`src/rtl/mem_pkg.sv`:
```
// Shared definitions for the data-RAM arbiter: RAM geometry, the lock timeout
// and the FSM / port enumerations used by mem_arbiter and rr_arb2.
package mem_pkg;

    localparam int unsigned ADDR_W     = 10;
    localparam int unsigned DATA_W     = 16;
    // Consecutive locked cycles (including the locking grant) before the
    // owner is forced off the RAM.
    localparam int unsigned LOCK_MAX   = 16;
    localparam int unsigned LOCK_CNT_W = $clog2(LOCK_MAX);

    typedef enum logic [1:0] {
        ARB,
        LOCK_CPU,
        LOCK_AUX
    } arb_state_t;

    typedef enum logic {
        PORT_CPU,
        PORT_AUX
    } port_t;

endpackage

```
`src/rtl/rr_arb2.sv`:
```
// Two-requester round-robin pick. Purely combinational; the caller stores the
// previous winner.
//   req_cpu_i, req_aux_i : requests
//   last_win_i           : port granted most recently
//   gnt_cpu_o, gnt_aux_o : one-hot (or zero) grant
module rr_arb2
    import mem_pkg::*;
(
    input  logic  req_cpu_i,
    input  logic  req_aux_i,
    input  port_t last_win_i,
    output logic  gnt_cpu_o,
    output logic  gnt_aux_o
);

    always_comb begin
        gnt_cpu_o = 1'b0;
        gnt_aux_o = 1'b0;
        if (req_cpu_i && req_aux_i) begin
            // Tie: the port that did not win last time goes first.
            if (last_win_i == PORT_AUX) begin
                gnt_cpu_o = 1'b1;
            end else begin
                gnt_aux_o = 1'b1;
            end
        end else begin
            gnt_cpu_o = req_cpu_i;
            gnt_aux_o = req_aux_i;
        end
    end

endmodule

```
`src/rtl/mem_arbiter.sv`:
```
// Shares the single-port 1K x 16 data RAM between the CPU load/store port and
// the auxiliary port. Round-robin arbitration, lock for atomic sequences with a
// starvation timeout, and routing of 1-cycle-latency read data to the reader.
//   clk, reset           : clock, synchronous active-high reset
//   cpu_* / aux_*        : req, we, lock, addr, wdata in; gnt, rvalid, rdata out
//   ram_we/addr/din      : RAM command (from the granted port)
//   ram_dout             : RAM read data, valid the cycle after the address
module mem_arbiter
    import mem_pkg::*;
(
    input  logic              clk,
    input  logic              reset,

    input  logic              cpu_req,
    input  logic              cpu_we,
    input  logic              cpu_lock,
    input  logic [ADDR_W-1:0] cpu_addr,
    input  logic [DATA_W-1:0] cpu_wdata,
    output logic              cpu_gnt,
    output logic              cpu_rvalid,
    output logic [DATA_W-1:0] cpu_rdata,

    input  logic              aux_req,
    input  logic              aux_we,
    input  logic              aux_lock,
    input  logic [ADDR_W-1:0] aux_addr,
    input  logic [DATA_W-1:0] aux_wdata,
    output logic              aux_gnt,
    output logic              aux_rvalid,
    output logic [DATA_W-1:0] aux_rdata,

    output logic              ram_we,
    output logic [ADDR_W-1:0] ram_addr,
    output logic [DATA_W-1:0] ram_din,
    input  logic [DATA_W-1:0] ram_dout
);

    arb_state_t            state_q, state_d;
    port_t                 last_win_q, last_win_d;
    logic [LOCK_CNT_W-1:0] lock_cnt_q, lock_cnt_d;
    logic                  tag_valid_q, tag_valid_d;
    port_t                 tag_port_q, tag_port_d;
    logic [DATA_W-1:0]     cpu_rdata_q, aux_rdata_q;

    logic  rr_cpu, rr_aux;
    logic  granted, gnt_we, gnt_lock;
    port_t gnt_port, owner;

    rr_arb2 u_rr_arb2 (
        .req_cpu_i  (cpu_req),
        .req_aux_i  (aux_req),
        .last_win_i (last_win_q),
        .gnt_cpu_o  (rr_cpu),
        .gnt_aux_o  (rr_aux)
    );

    // Grants: round-robin in ARB, owner only while locked, nothing in reset.
    always_comb begin
        cpu_gnt = 1'b0;
        aux_gnt = 1'b0;
        if (!reset) begin
            case (state_q)
                ARB: begin
                    cpu_gnt = rr_cpu;
                    aux_gnt = rr_aux;
                end
                LOCK_CPU: cpu_gnt = cpu_req;
                LOCK_AUX: aux_gnt = aux_req;
                default:  ;
            endcase
        end
    end

    assign granted  = cpu_gnt | aux_gnt;
    assign gnt_port = aux_gnt ? PORT_AUX : PORT_CPU;
    assign gnt_we   = aux_gnt ? aux_we   : cpu_we;
    assign gnt_lock = aux_gnt ? aux_lock : cpu_lock;
    assign owner    = (state_q == LOCK_AUX) ? PORT_AUX : PORT_CPU;

    // RAM mux; address defaults to the CPU side when idle.
    assign ram_we   = granted & gnt_we;
    assign ram_addr = aux_gnt ? aux_addr  : cpu_addr;
    assign ram_din  = aux_gnt ? aux_wdata : cpu_wdata;

    always_comb begin
        state_d    = state_q;
        last_win_d = last_win_q;
        lock_cnt_d = lock_cnt_q;
        if (granted) begin
            last_win_d = gnt_port;
        end
        case (state_q)
            ARB: begin
                if (granted && gnt_lock) begin
                    state_d    = (gnt_port == PORT_CPU) ? LOCK_CPU : LOCK_AUX;
                    // The locking grant itself is the first locked cycle.
                    lock_cnt_d = LOCK_CNT_W'(1);
                end
            end
            LOCK_CPU, LOCK_AUX: begin
                if ((granted && !gnt_lock) || lock_cnt_q == LOCK_CNT_W'(LOCK_MAX - 1)) begin
                    state_d    = ARB;
                    lock_cnt_d = '0;
                    // On timeout the owner counts as last winner so the other
                    // port takes the next tie.
                    last_win_d = owner;
                end else begin
                    lock_cnt_d = lock_cnt_q + LOCK_CNT_W'(1);
                end
            end
            default: state_d = ARB;
        endcase
    end

    assign tag_valid_d = granted & ~gnt_we;
    assign tag_port_d  = gnt_port;

    always_ff @(posedge clk) begin
        if (reset) begin
            state_q     <= ARB;
            last_win_q  <= PORT_AUX;
            lock_cnt_q  <= '0;
            tag_valid_q <= 1'b0;
            tag_port_q  <= PORT_CPU;
            cpu_rdata_q <= '0;
            aux_rdata_q <= '0;
        end else begin
            state_q     <= state_d;
            last_win_q  <= last_win_d;
            lock_cnt_q  <= lock_cnt_d;
            tag_valid_q <= tag_valid_d;
            tag_port_q  <= tag_port_d;
            if (cpu_rvalid) begin
                cpu_rdata_q <= ram_dout;
            end
            if (aux_rvalid) begin
                aux_rdata_q <= ram_dout;
            end
        end
    end

    // Reset suppresses a return that was already in flight.
    assign cpu_rvalid = tag_valid_q && (tag_port_q == PORT_CPU) && !reset;
    assign aux_rvalid = tag_valid_q && (tag_port_q == PORT_AUX) && !reset;
    assign cpu_rdata  = cpu_rvalid ? ram_dout : cpu_rdata_q;
    assign aux_rdata  = aux_rvalid ? ram_dout : aux_rdata_q;

endmodule

```
`config.mk`:
```
export PLATFORM = sky130hd
export DESIGN_NAME = mem_arbiter
export DESIGN_NICKNAME = d
export VERILOG_FILES = /design/src/rtl/mem_pkg.sv /design/src/rtl/rr_arb2.sv /design/src/rtl/mem_arbiter.sv
export SDC_FILE = /design/constraint.sdc
export NUM_CORES = 1
export LEC_CHECK = 0
export BUFFER_PORTS_ARGS = -buffer_cell sky130_fd_sc_hd__buf_2
export CORE_ASPECT_RATIO = 0.8
export CORE_UTILIZATION = 43
export DETAILED_ROUTE_END_ITERATION = 8
export GPL_ROUTABILITY_DRIVEN = 1
export HOLD_SLACK_MARGIN = 0.02
export PLACE_DENSITY = 0.77
export SLEW_MARGIN = 20
export SYNTH_ARGS = -nofsm -noshare
export SYNTH_HDL_FRONTEND = slang
export SYNTH_SLANG_ARGS = --single-unit
export TNS_END_PERCENT = 100
```
`constraint.sdc`:
```
create_clock -name clk -period 2.5 [get_ports clk]
set_input_delay 0.5 -clock clk [delete_from_list [all_inputs] [get_ports clk]]
set_output_delay 0.5 -clock clk [all_outputs]
set_load 0.1 [all_outputs]
```
* Yosys cells after proc, flatten, opt, wreduce, memory -nomap -nowiden
Index checks and enable logic that the tools add are counted.
** Cells by class
- Reductions and logical operators :: 15
- Add/subtract/negate cells :: 1
- Equal/unequal tests :: 5
- Mux-type cells :: 26
- Bitwise operators :: 5
** Operators with widths (number)
- 16-bit 2-to-1 mux :: 3
- 1-bit 2-to-1 mux :: 13
- 10-bit 2-to-1 mux :: 1
- 4-bit 2-to-1 mux :: 2
- 4-bit case mux with 2 select lines :: 1
- 1-bit logical AND :: 7
- 2-bit 2-to-1 mux :: 3
- 4-bit by 1-bit adder with 4-bit output (second input constant) :: 1
- 4-bit equality test (second input constant) :: 1
- 2-bit != test (second input constant) :: 2
- 1-bit case mux with 2 select lines :: 2
- 2-bit case mux with 2 select lines :: 1
- 2-bit AND reduction :: 2
- 1-bit AND :: 2
- 2-bit by 1-bit equality test with 1-bit output (second input constant) :: 1
- 2-bit equality test (second input constant) :: 1
- 1-bit zero test :: 2
- 2-bit zero test :: 1
- 1-bit NOT :: 2
- 2-bit nonzero test :: 1
- 2-bit OR reduction :: 1
- 1-bit logical OR :: 1
- 1-bit OR :: 1
** Word-level totals
- Bits in registers :: 41
- Output and inout bits :: 63
- Input bits :: 76
- Word-level logic and storage cells :: 59

* Depth between registers and ports, before layout
Gate-level depths: netlist of run 1.
- Depth in word-level cells :: 10
- Gate-level depth with buffers :: 8
- Depth with buffers taken out :: 7

* Cells and area by module
From an unflattened synthesis of run 1, not the netlist that was laid out.
** Second synthesis, totals
- Cells, all modules :: 302
- Area, all modules :: 2232.1 µm²
** Modules (own cells, without submodules)
- mem_arbiter :: cells each 299, sequential area each 820.8 µm², area an instance 2213.4 µm², times used 1
- rr_arb2 :: cells each 3, sequential area each 0.0 µm², area an instance 18.8 µm², times used 1

* Worst setup path before layout of run 1
No wires, ideal clock.
- Path kind :: reg-to-output
- From :: register state_q[0]
- To :: output ram_we
- Buffers on the path :: 0
- Required time :: 2.000 ns
- Cell stages (with the launch flop) :: 8
- Setup slack :: -2.035 ns
- Arrival time :: 4.035 ns
- Path through :: dfxtp_1 -> inv_1 -> ha_1 -> a31oi_4 -> or2_2 -> inv_1 -> nand2_1 -> o21ai_0
** On the way
- Cells in the longest elaborated chain, start to end :: 5
- Elaborated cells on any way between the ends :: 10
- Classes of those cells :: 2 x eq/ne; 5 x mux; 2 x bitwise; 1 x reduce/logical
** Ends and longest elaborated chain
- start, declared :: line mem_arbiter.sv:38 : arb_state_t state_q, state_d;
- start signal, assigned :: line mem_arbiter.sv:128 : state_q <= state_d;
- 2-bit by 1-bit equality test with 1-bit output or 2-bit zero test (tied branches) :: line mem_arbiter.sv:62 : case (state_q)
- 1-bit case mux with 2 select lines * :: line mem_arbiter.sv:62
- 1-bit 2-to-1 mux * :: line mem_arbiter.sv:61 : if (!reset) begin
- named net cpu_gnt :: line mem_arbiter.sv:19 : output logic cpu_gnt,
- 1-bit OR * :: line mem_arbiter.sv:74 : assign granted = cpu_gnt | aux_gnt;
- 1-bit AND * :: line mem_arbiter.sv:81 : assign ram_we = granted & gnt_we;
- end, declared :: line mem_arbiter.sv:32 : output logic ram_we,
Mark *: on every way through the listed nets, which the timed path passes. The rest lies on a longest branch.

* Worst setup path in the final report of run 1
- From :: register state_q[0]
- To :: output ram_din[0]
** On the way
- Cells in the longest elaborated chain, start to end :: 4
- Elaborated cells on any way between the ends :: 5
- Classes of those cells :: 1 x eq/ne; 3 x mux; 1 x reduce/logical
** Ends and longest elaborated chain
- 2-bit equality test or 2-bit zero test (tied branches) :: line mem_arbiter.sv:62
- 1-bit case mux with 2 select lines * :: line mem_arbiter.sv:62
- 1-bit 2-to-1 mux * :: line mem_arbiter.sv:61
- 16-bit 2-to-1 mux * :: line mem_arbiter.sv:83 : assign ram_din = aux_gnt ? aux_wdata : cpu_wdata;
- end, declared :: line mem_arbiter.sv:34 : output logic [DATA_W-1:0] ram_din,
Every way passes the cells marked *; elsewhere a longest branch is shown, timed or not.

==> results of run 1 <==
-- kinds of logic after synthesis --
logic type               Yosys count
AND/OR/NAND/NOR                  116
flip-flops                        41
multiplexers                      43
buffers and inverters             17
adder cells (fa/ha/maj)            5
AO/OA/AOI/OAI                     18
-- through the flow --
step | TNS, ps | utilization [%]
detailed placement | 0 | 76.3
CTS | -63.1 | 85.4
floorplan | -233 | -
global route | -1830 | 87.5
finish | -1040 | 87.5
global placement | 0 | 76.3
-- layout make-up --
type,count,area (um2)
clock buffers,5,68.8
inverters,6,33.8
flip-flops and latches,41,826
clock inverters,2,35.0
multi-input cells,182,1540
fillers,183,624
well taps,62,77.6
repair buffers,161,1800
-- final timing paths --
path	slack, ps	start	endpoint	cells past startpoint
worst min register to register	520	lock_cnt_q[1]	lock_cnt_q[1]	1
worst max-delay path	-90	state_q[0]	ram_din[0]	9
worst min-delay path	440	cpu_we	tag_valid_q	2
worst max register to register	110	state_q[0]	state_q[1]	8
-- critical path: cells and delay by family (launching register included) --
| family | cells | cell delay (ps) |
|---|---|---|
| AO/OA/AOI/OAI | 1 | 230 |
| adder cells (fa/ha/maj) | 1 | 170 |
| buffers and inverters | 4 | 550 |
| flip-flops | 1 | 370 |
| multiplexers | 1 | 330 |
| AND/OR/NAND/NOR | 2 | 120 |
-- sequential cells by signal, indices dropped and copies added (netlist names) --
| signal | cells |
|---|---|
| cpu_rdata_q | 16 |
| last_win_q | 1 |
| state_q | 2 |
| tag_valid_q | 1 |
| tag_port_q | 1 |
| lock_cnt_q | 4 |
| aux_rdata_q | 16 |
-- metal layers --
| metal | global-route usage, % | up-vias | part of all wire, % |
|---|---|---|---|
| met5 | 0 | - | 0 |
| met4 | 13.6 | 0 | 3.0 |
| met3 | 6.07 | 30 | 6.9 |
| met2 | 54.3 | 151 | 52 |
| met1 | 35.1 | 1251 | 38 |
| li1 | - | 1128 | - |
-- report_power, final --
part	internal [uW]	leakage (uW)	switching, uW
logic	814	0.00163	1300
clock network	290	0.0000540	232
registers	700	0.000333	34.2
-- timing repair --
item                       in CTS  in global routing
buffers inserted                6                  3
setup endpoints to repair      27                 27
resized for setup              76                 27
gates cloned                    2                  0
pin swaps                       1                  5
-- cells in the final DEF, fill, tap and decap left out, types with 3 or more instances in the layout --
cell type and n:
dfxtp_1 39, nand2_2 10, ha_4 3, mux2_4 22, nor2_1 3, clkbuf_8 5
buf_4 19, buf_6 5, mux2_2 20, nand2b_1 3, buf_2 76, nor2b_1 33
buf_12 59, nand2_1 46, o31ai_1 4
==> results.md, run 1 <==
- Run status: finished with violations
- Failing checks: setup timing
- Clk Latency, worst-skew pair: 290 ps
- XOR/XNOR Fraction of Synth Area: 0%
- Dpl cell area: 3820 um2
- Yosys Warn Count: 0
- Pwr dens: 769 nW/um2
- Synth top cells by count: nand2_1 (57), mux2_2 (42), dfxtp_1 (41), nor2b_1 (33), clkbuf_1 (6)
- Hold WS: 438 ps
- Top cells by area, synth: dfxtp_1 (36%), mux2_2 (21%), nand2_1 (9.5%)
- Via-to-Cell Ratio: 5.58
- Compound-Gate Fraction of Synth Area: under 10%
- Synth top area share: 36.5%
- Ys async rst share: 0%
- Crit-path cells: clkinv_4 > ha_4 > a31o_4 > nand2_4 > nor2_4 > buf_6 > buf_12 > mux2_4 > buf_12
- Synth Cell Area: 2250 um2
- Tot Pwr: between 3000 and 4000 uW
- Post-synthesis average cell area: 9.37 um2
- Largest family of logic cells by synthesized area: simple AND/OR/NAND/NOR gates
- Initial Util: about 45%
- Most frequent CP cell: buf_12
- CTS tree: done
- Max Fclk: 386 MHz
- P&R area growth vs syn: 94.8%
- CTS max path bufs: 2
- Relative slew margins: 58.4%
- Type of the worst setup path: flop to primary output
- Crit-path slowest cell: dfxtp_2
- Yosys cell types: 41
- Maximum VDD drop: ~0.48 mV
- Final min period: 2590 ps
- CTS root buffer: clkbuf_8
- Grt ovf: 0
- Post-route ant nets: 0
- Final Hold Vio Count: 0
- Antenna Diode Count: 0
- Final instance area: ~4400 um2
- Die area: 5530 um2
- Initial antenna violation count: 0
- Post-synth top area cell: dfxtp_1
- IO buf count: roughly 140
- Crit end category: primary output
- Synthesized netlist cell count: between 200 and 250
- RSZ-0062 raised after global routing: yes
- DP Worst Slack: 33.8 ps
- Die Y: 66.7 um
- Nets@finish: 478
- Sequential element share of the synthesized area: 36.5%
- Post-DP HPWL: 5.57 mm
- Clk slew on worst S/H paths: ~80 ps
- Max Fanout on Critical Path: 7
- Num Clock Sinks: 41
- Worst-margin pin slew: around 600 ps
- Synth Register Bits: 41
- Largest net degree at the start of global routing: 21
- Finish-stage setup viols: 19
- Chip width: 82.9 um
- Final wirelength: 9.75 mm
- Layout cell share with drive strength beyond 1: 61.2%
- Post-DR wirelength/cell: between 20 and 25 um
- Most frequent cell after synthesis: nand2_1
- Period utilization: 104%
- Residual DRC count: 0
- Count of final max-slew check failures: 0
- GRT Total Usage: 30.2%
- Post-Synth Adder-Cell Area: about 2.8%
- First-pass GRT wire length: 12.8 mm
- CP peak stage delay: around 370 ps
- Synth Area in Simple Gates: 27.3%
- DR pass1 iterations: 4
- CP Data Required Time: approximately 2000 ps
- Site Rows: 23
- CTS buffer count: 5
- Vias: 2,560
- Post-Synthesis Net Count: 321
- Hold_buf cts: 0
- Post-Layout Cell Count: 459
- Drt first-iter violations: 203
- Final worst slack: -87.5 ps
- LEAKAGE: just over 0.002 uW
- Inst Count DP: 442
- Worst setup SP type: flop
- Post-synth EDFFs: 0
- Critical path data arrival time: 2090 ps
- Final clock skew: 6.42 ps
- Hold Crit Class: primary input to flop
- Post-synth top flop: dfxtp_1
- Post-synthesis mux area share: 21.5%
- Vias in the first global route: between 2,000 and 2,500
- Core Area: 5010 um2
- GPL Wtd Cong: about 0.86
- Max-Cap Viols: 0
- H-tree depth: 2
- I/O pin cnt: 139
No activity file was read; power rests on OpenSTA's default activity.
==> inputs of run 2 (changes only) <==
--- a/config.mk
+++ b/config.mk
@@ -7,11 +7,13 @@
 export LEC_CHECK = 0
 export BUFFER_PORTS_ARGS = -buffer_cell sky130_fd_sc_hd__buf_2
 export CORE_ASPECT_RATIO = 0.8
+export CORE_MARGIN = 5
 export CORE_UTILIZATION = 43
 export DETAILED_ROUTE_END_ITERATION = 8
 export GPL_ROUTABILITY_DRIVEN = 1
 export HOLD_SLACK_MARGIN = 0.02
 export PLACE_DENSITY = 0.77
+export SETUP_SLACK_MARGIN = 0.3
 export SLEW_MARGIN = 20
 export SYNTH_ARGS = -nofsm -noshare
 export SYNTH_HDL_FRONTEND = slang
==> run 2 against run 1 <==
Compared with the run above:
- final area increased by 6.4%
- sequential share of layout area is 1.1 points lower
- die area is 23% higher
- largest cell class unchanged
- final cell count grew 1.1%
- the run still ends with setup timing left
- combinational power is 8% higher
- setup slack lost 6.1 ps
- global-route usage is 3.2 points lower
- utilization rose by 5.0 points
- clock-buffer cell count increased by 1
- first-iteration DRC count decreased by 33%
- largest power group unchanged
- non-clock buffer count up 5
==> results.md, run 2 (same netlist as run 1, synthesis figures left out) <==
- Max Fclk: slightly below 400 MHz
- Run status: finished with violations
- Psw: around 1600 uW
- Final min period: 2590 ps
- Hold Crit Class: primary input to flop
- Period utilization: 104%
- DR pass1 iterations: 4
- Setup TNS: -1640 ps
- Num Clock Sinks: 41
- P&R area growth vs syn: 107%
- Clock Power Share: between 10 and 15%
- Initial antenna violation count: 0
- CP peak stage delay: roughly 350 ps
- Die area: 6790 um2
- Final clock skew: 10.9 ps
- Initial Util: 44.7%
- CTS max path bufs: 2
- Final wirelength: 11.3 mm
- Chip width: 90.9 um
- Relative slew margins: roughly 67%
- Residual DRC count: 0
- Worst setup SP type: flop
- Pwr dens: 741 nW/um2
- IO buf count: 138
- Largest net degree at the start of global routing: 24
- Most frequent CP cell: buf_12
- GPL Wtd Cong: approximately 0.8
- RSZ-0062 raised after global routing: yes
- Final Hold Vio Count: 0
- Post-DR wirelength/cell: ~24 um
- Vias: 2,614
- Worst-margin pin slew: 497 ps
- Leading cell types in the layout, fill and taps excluded: buf_2 (75), buf_12 (64), mux2_4 (42), nand2_1 (39), dfxtp_1 (39)
- Core Area: 5040 um2
- Antenna Diode Count: 0
- Commonest non-fill, non-tap cell in the layout: buf_2
- Nets@finish: 483
- CTS tree: done
- Maximum VDD drop: 0.597 mV
- Grt ovf: 0
- Post-route ant nets: 0
- Crit-path slowest cell: dfxtp_2
- Crit-path cells: inv_4 > ha_4 > a31o_4 > nand2_4 > nor2_4 > buf_6 > buf_12 > mux2_4 > buf_12
- Cell Int Power: roughly 1800 uW
- CTS buffer count: 5
- Count of final max-slew check failures: 0
- First-pass GRT wire length: about 14 mm
- Max-Cap Viols: 0
- Crit end category: primary output
- Finish-stage setup viols: 27
- Top flop regs: aux_rdata_q: 16 flops, cpu_rdata_q: 16 flops, lock_cnt_q: 4 flops
- Critical path data arrival time: 2090 ps
- Hold_buf cts: 0
- Sequential Power Share: 21.4%
- Die Y: 74.7 um
- Combinational share of power: 65.9%
- LEAKAGE: between 0.002 and 0.0025 uW
- Final worst slack: -93.7 ps
- Failing checks: setup timing
- DP Worst Slack: 88.5 ps
- Clk Latency, worst-skew pair: roughly 300 ps
- Layout cell share with drive strength beyond 1: 64.4%
- Drt first-iter violations: 135
- Clk slew on worst S/H paths: about 90 ps
- Vias in the first global route: 2,600
- CTS root buffer: clkbuf_8
- Site Rows: 23
- CP Data Required Time: approximately 2000 ps
- Switching Fraction: 47.1%
- Via-to-Cell Ratio: 5.63
- I/O pin cnt: 139
- H-tree depth: 2
- Type of the worst setup path: flop to primary output
- Post-DP HPWL: 6.95 mm
- Max Fanout on Critical Path: 7
- GRT Total Usage: 27.0%
==> run 2: final timing paths <==
path                            cells past startpoint           from            end  slack, ps
worst max-delay path                                9     state_q[0]     ram_din[1]        -90
worst min-delay path                                2         cpu_we    tag_valid_q        510
worst max register to register                     11     state_q[0]  lock_cnt_q[3]         30
worst min register to register                      2  lock_cnt_q[0]  lock_cnt_q[0]        530
==> run 2: cell type report <==
type / instances / area, um2
Clock inverter: 1 / 8.76
Inverter: 6 / 38.8
Fill cell: 166 / 374
Clock buffer: 6 / 72.6
Timing Repair Buffer: 166 / 1920
Sequential cell: 41 / 826
Multi-Input combinational cell: 182 / 1720
Tap cell: 62 / 77.6
==> run 2: layer usage <==
metal | vias to the layer above | track usage, % | part of all wire (%)
met5 | - | 0 | 0
met4 | 0 | 9.45 | 4.6
met3 | 47 | 5.49 | 5.7
met2 | 153 | 52.5 | 55
met1 | 1278 | 29.7 | 34
li1 | 1136 | - | -
==> run 2: worst max-delay path, delay by kind of cell (launching register included) <==
family	cells	cell delay, ps
AND/OR/NAND/NOR	2	250
flip-flops	1	350
buffers and inverters	4	530
multiplexers	1	330
adder cells (fa/ha/maj)	1	150
AO/OA/AOI/OAI	1	170
==> run 2: power by group through the flow <==
stage	Clock [uW]	Combinational, uW	Sequential (uW)
2_1_floorplan	0	1350	738
3_3_place_gp	0	1930	742
3_5_place_dp	0	1980	746
4_1_cts	424	2110	732
5_1_grt	468	2340	744
6_report	439	2280	740
==> run 2: repair_timing <==
| item | 4_1_cts | 5_1_grt |
|---|---|---|
| pin swaps | 6 | 6 |
| buffers inserted | 12 | 6 |
| gates cloned | 1 | 1 |
| endpoints found under the setup margin | 40 | 65 |
| resized for setup | 13 | 22 |
==> run 2: through the flow <==
step	hold WS (ps)	instance area, um2	utilization, %	power (uW)	cells
floorplan	467	2620	-	2090	240
global placement	478	4290	85.2	2680	437
detailed placement	489	4290	85.2	2730	437
CTS	436	4540	90.1	3270	457
global route	512	4660	92.6	3550	464
finish	507	4660	92.6	3460	464
==> inputs of run 3 (changes only) <==
--- a/config.mk
+++ b/config.mk
@@ -12,10 +12,12 @@
 export DETAILED_ROUTE_END_ITERATION = 8
 export GPL_ROUTABILITY_DRIVEN = 1
 export HOLD_SLACK_MARGIN = 0.02
+export MAX_ROUTING_LAYER = met4
 export PLACE_DENSITY = 0.77
 export SETUP_SLACK_MARGIN = 0.3
 export SLEW_MARGIN = 20
 export SYNTH_ARGS = -nofsm -noshare
 export SYNTH_HDL_FRONTEND = slang
+export SYNTH_HIERARCHICAL = 1
 export SYNTH_SLANG_ARGS = --single-unit
 export TNS_END_PERCENT = 100
==> run 3 against run 2 <==
Compared with the run above:
- the run now fails in 4_1_cts
- synthesized area down 0.78%
- synthesized cell count increased by 26%
==> results.md, run 3 <==
- Post-CTS sizing: 75
- Ys async rst share: 0%
- CTS max path bufs: 2
- Post-Synth Adder-Cell Area: 2.80%
- Post-synth top area cell: dfxtp_1
- Largest family of logic cells by synthesized area: simple AND/OR/NAND/NOR gates
- Fail Step: 4_1_cts
- Die Y: 74.4 um
- IO buf count: about 140
- Error msg: [ERROR DPL-0038] Utilization greater than 100%, impossible to legalize
- Post-synth EDFFs: 0
- CTS root buffer: clkbuf_8
- I/O pin cnt: between 100 and 150
- Num Clock Sinks: 41
- XOR/XNOR Fraction of Synth Area: 0%
- Top cells by area, synth: dfxtp_1 (37%), nand2_1 (23%), nor2b_1 (9.2%)
- CTS buffer count: 5
- Chip width: a little over 90 um
- Compound-Gate Fraction of Synth Area: under 10%
- Post-CTS Setup Inserts: 8
- Synth Register Bits: 41
- Synth top area share: 36.8%
- Synth Area in Simple Gates: 39.1%
- Most frequent cell after synthesis: nand2_1
- Dpl cell area: roughly 4600 um2
- H-tree depth: 2
- Synthesized netlist cell count: 302
- Initial Util: 44.6%
- Synth top cells by count: nand2_1 (136), dfxtp_1 (41), nor2b_1 (33), clkbuf_1 (10), mux2_2 (10)
- Post-Synthesis Net Count: between 300 and 400
- Yosys cell types: 39
- Hold_buf cts: 0
- Post-synthesis mux area share: under 10%
- Post-DP HPWL: 7.49 mm
- Post-synth top flop: dfxtp_1
- Post-synthesis average cell area: between 7 and 8 um2
- GPL Wtd Cong: 0.876
- Yosys Warn Count: 6
- Sequential element share of the synthesized area: between 30% and 40%
- Site Rows: 23
- Synth Cell Area: between 2000 and 2500 um2
- Run status: aborted with a tool error
## run 3: cell types whose count changed after synthesis, sizes merged, moves of 2 or more
cell     previous run  this run
o21ai               2         5
nand2              57       136
inv                 5         8
a21oi               1         5
mux2               42        16
nor4b               2         0
o211ai              0         2
mux2i               1         3
a21boi              0         2
o31ai               4         0
a2111oi             2         0
clkbuf              6        10
## run 3: metrics by stage
step / cells / setup slack, ps
after detailed placement: 501 / -8.31
after global placement: 501 / 138
after floorplan: 302 / 168
## run 3: kinds of logic after synthesis
group                    count (synthesis)
AO/OA/AOI/OAI                           23
multiplexers                            19
flip-flops                              41
adder cells (fa/ha/maj)                  5
AND/OR/NAND/NOR                        192
buffers and inverters                   22
==> inputs of run 4 (changes only) <==
--- a/config.mk
+++ b/config.mk
@@ -6,15 +6,11 @@
 export NUM_CORES = 1
 export LEC_CHECK = 0
 export BUFFER_PORTS_ARGS = -buffer_cell sky130_fd_sc_hd__buf_2
-export CORE_ASPECT_RATIO = 0.8
 export CORE_MARGIN = 5
-export CORE_UTILIZATION = 43
+export CORE_UTILIZATION = 40
 export DETAILED_ROUTE_END_ITERATION = 8
 export GPL_ROUTABILITY_DRIVEN = 1
-export HOLD_SLACK_MARGIN = 0.02
-export MAX_ROUTING_LAYER = met4
-export PLACE_DENSITY = 0.77
-export SETUP_SLACK_MARGIN = 0.3
+export PLACE_DENSITY_LB_ADDON = 0.15
 export SLEW_MARGIN = 20
 export SYNTH_ARGS = -nofsm -noshare
 export SYNTH_HDL_FRONTEND = slang
==> run 4 against run 3 <==
Compared with the run above:
- synthesized area unchanged
- synthesized cell count unchanged
- the run now ends clean
==> results.md, run 4 <==
- Run status: complete, no violations
- Sequential element share of the synthesized area: 36.8%
- Drt first-iter violations: 80
- CP peak stage delay: 330 ps
- Most frequent cell after synthesis: nand2_1
- Worst Setup SP: state_q[0]
- GRT met3 Usage: 6.18%
- Synthesized netlist cell count: 302
- Core Area: about 5500 um2
- Hold Crit Class: primary input to flop
- Initial antenna violation count: 0
- Synth top cells by count: nand2_1 (136), dfxtp_1 (41), nor2b_1 (33), clkbuf_1 (10), mux2_2 (10)
- H-tree depth: 2
- Met2 usage in global routing: 38.2%
- Dpl cell area: about 4100 um2
- Cell Int Power: about 1900 uW
- Worst setup SP type: flop
- Post-Synthesis Net Count: 383
- Crit-path cells: inv_2 > ha_4 > buf_4 > o211ai_1 > nand2_1 > or2b_4 > o21ai_4 > buf_12
- Period utilization: between 90% and 100%
- Synth Register Bits: 41
- GRT Total Usage: 20.1%
- Site Rows: 27
- Max Fanout on Critical Path: 6
- Yosys cell types: 39
- Die area: 7170 um2
- P&R area growth vs syn: 93.2%
- Die Y: 84.7 um
- CTS max path bufs: 2
- Post-DR wirelength/cell: 14.4 um
- Clk slew on worst S/H paths: 70 ps
- Final instance area: approximately 4300 um2
- Post-synth top area cell: dfxtp_1
- Ys async rst share: 0%
- Sequential Power Share: between 20% and 30%
- Post-DP HPWL: 5.92 mm
- CTS root buffer: clkbuf_8
- Vias: 2,516
- Pwr dens: 837 nW/um2
- LEAKAGE: 0.00203 uW
- Nets@finish: 526
- Grt ovf: 0
- Maximum VDD drop: 0.527 mV
- First-pass GRT wire length: 12.0 mm
- Layout cell share with drive strength beyond 1: 51.0%
- Num Clock Sinks: between 40 and 50
- Leading cell types in the layout, fill and taps excluded: nand2_1 (101), buf_2 (75), buf_12 (66), dfxtp_1 (39), nor2b_1 (33)
- Clk Latency, worst-skew pair: 290 ps
- Post-synthesis average cell area: roughly 7.4 um2
- Hold WS: 446 ps
- Residual DRC count: 0
- Worst path bufs/invs: 3
- Crit end category: primary output
- Combinational share of power: between 60 and 70%
- Synth Cell Area: approximately 2200 um2
- GPL Wtd Cong: roughly 0.83
- DR pass1 iterations: 4
- Max-Cap Viols: 0
- Reg-to-Reg Start: state_q[0]
- Chip width: ~85 um
- Top cells by area, synth: dfxtp_1 (37%), nand2_1 (23%), nor2b_1 (9.2%)
- Commonest non-fill, non-tap cell in the layout: nand2_1
- Relative slew margins: a little over two thirds
- Type of the worst setup path: flop to primary output
- I/O pin cnt: 139
- Final wirelength: 7.44 mm
- Yosys Warn Count: 6
- Largest net degree at the start of global routing: 30
- Vias in the first global route: between 2,000 and 3,000
- Count of final max-slew check failures: 0
- Cell family with most CP delay: simple AND/OR/NAND/NOR gates
- Crit-path slowest cell: dfxtp_2
- Post-synth top flop: dfxtp_1
- Clock Power Share: 13.9%
- Setup TNS: 0 ps
- CTS tree: done
- Final clock skew: approximately 2.5 ps
- HP Start: aux_we
- Gr busiest metal: met2
- CTS buffer count: 5
- Psw: around 1800 uW
- Final min period: around 2400 ps
- Antenna Diode Count: 0
- Switching Fraction: 48.6%
- Post-synth EDFFs: 0
- Initial Util: 40.8%
- Synth top area share: 36.8%
- CP Data Required Time: 2000 ps
- Max Fclk: 409 MHz
- Top flop regs: aux_rdata_q: 16 flops, cpu_rdata_q: 16 flops, lock_cnt_q: 4 flops
- IO buf count: 138
- Met1 usage: 20.8%
- Post-route ant nets: 0
- Worst-margin pin slew: 435 ps
- Final Hold Vio Count: 0
- Finish-stage setup viols: 0
- Critical path data arrival time: just under 2000 ps
- Via-to-Cell Ratio: 4.87
[run 4: layout make-up]
class,count,area [um2]
multi-input combinational,239,1500
clock buffer,5,68.8
clock inverter,2,35.0
timing repair buffer,150,1770
fill,363,1160
sequential,41,823
tap,72,90.1
inverter,8,30.0
[run 4: timing repair]
item	4_1_cts	5_1_grt
cloned	0	0
hold buffers	0	0
endpoints found under the hold margin	0	0
pin swaps	1	2
setup endpoints to repair	27	28
setup buffers	0	1
resized for setup	8	11
[run 4: power by group through the flow]
| stage | Sequential [uW] | Combinational (uW) | Clock, uW |
|---|---|---|---|
| final | 735 | 2370 | 503 |
| after global routing | 740 | 2470 | 550 |
| after CTS | 731 | 2330 | 517 |
| after detailed placement | 744 | 2310 | 0 |
| after global placement | 740 | 2280 | 0 |
| after floorplan | 737 | 1490 | 0 |
[run 4: layer usage]
metal	wire, um	up-vias
met4	145	0
met3	509	15
li1	-	1248
met5	0	-
met2	4000	104
met1	2790	1149
[run 4: cell families after synthesis]
kind of cell | synth area share [%]
simple gates | 39.1
mux | 9.42
fa+ha+maj | 2.80
compound gates | 7.96
buf+inv | 3.98
flops | 36.8
[run 4: final timing paths]
path	endpoint	depth (start not counted)	slack [ps]
setup reg to reg	lock_cnt_q[1]	8	490
hold reg to reg	state_q[0]	2	500
setup / recovery	ram_we	8	50
hold / removal	tag_valid_q	2	450
[run 4: metrics by stage]
| stage | setup slack, ps | util [%] | total power (uW) | instances |
|---|---|---|---|---|
| finish | 52.9 | 78.8 | 3610 | 517 |
| global route | -76.0 | 78.8 | 3760 | 517 |
| CTS | -2.30 | 78.0 | 3580 | 516 |
| detailed placement | 56.5 | 75.5 | 3050 | 509 |
| global placement | 129 | 75.5 | 3020 | 509 |
| floorplan | -157 | - | 2220 | 302 |
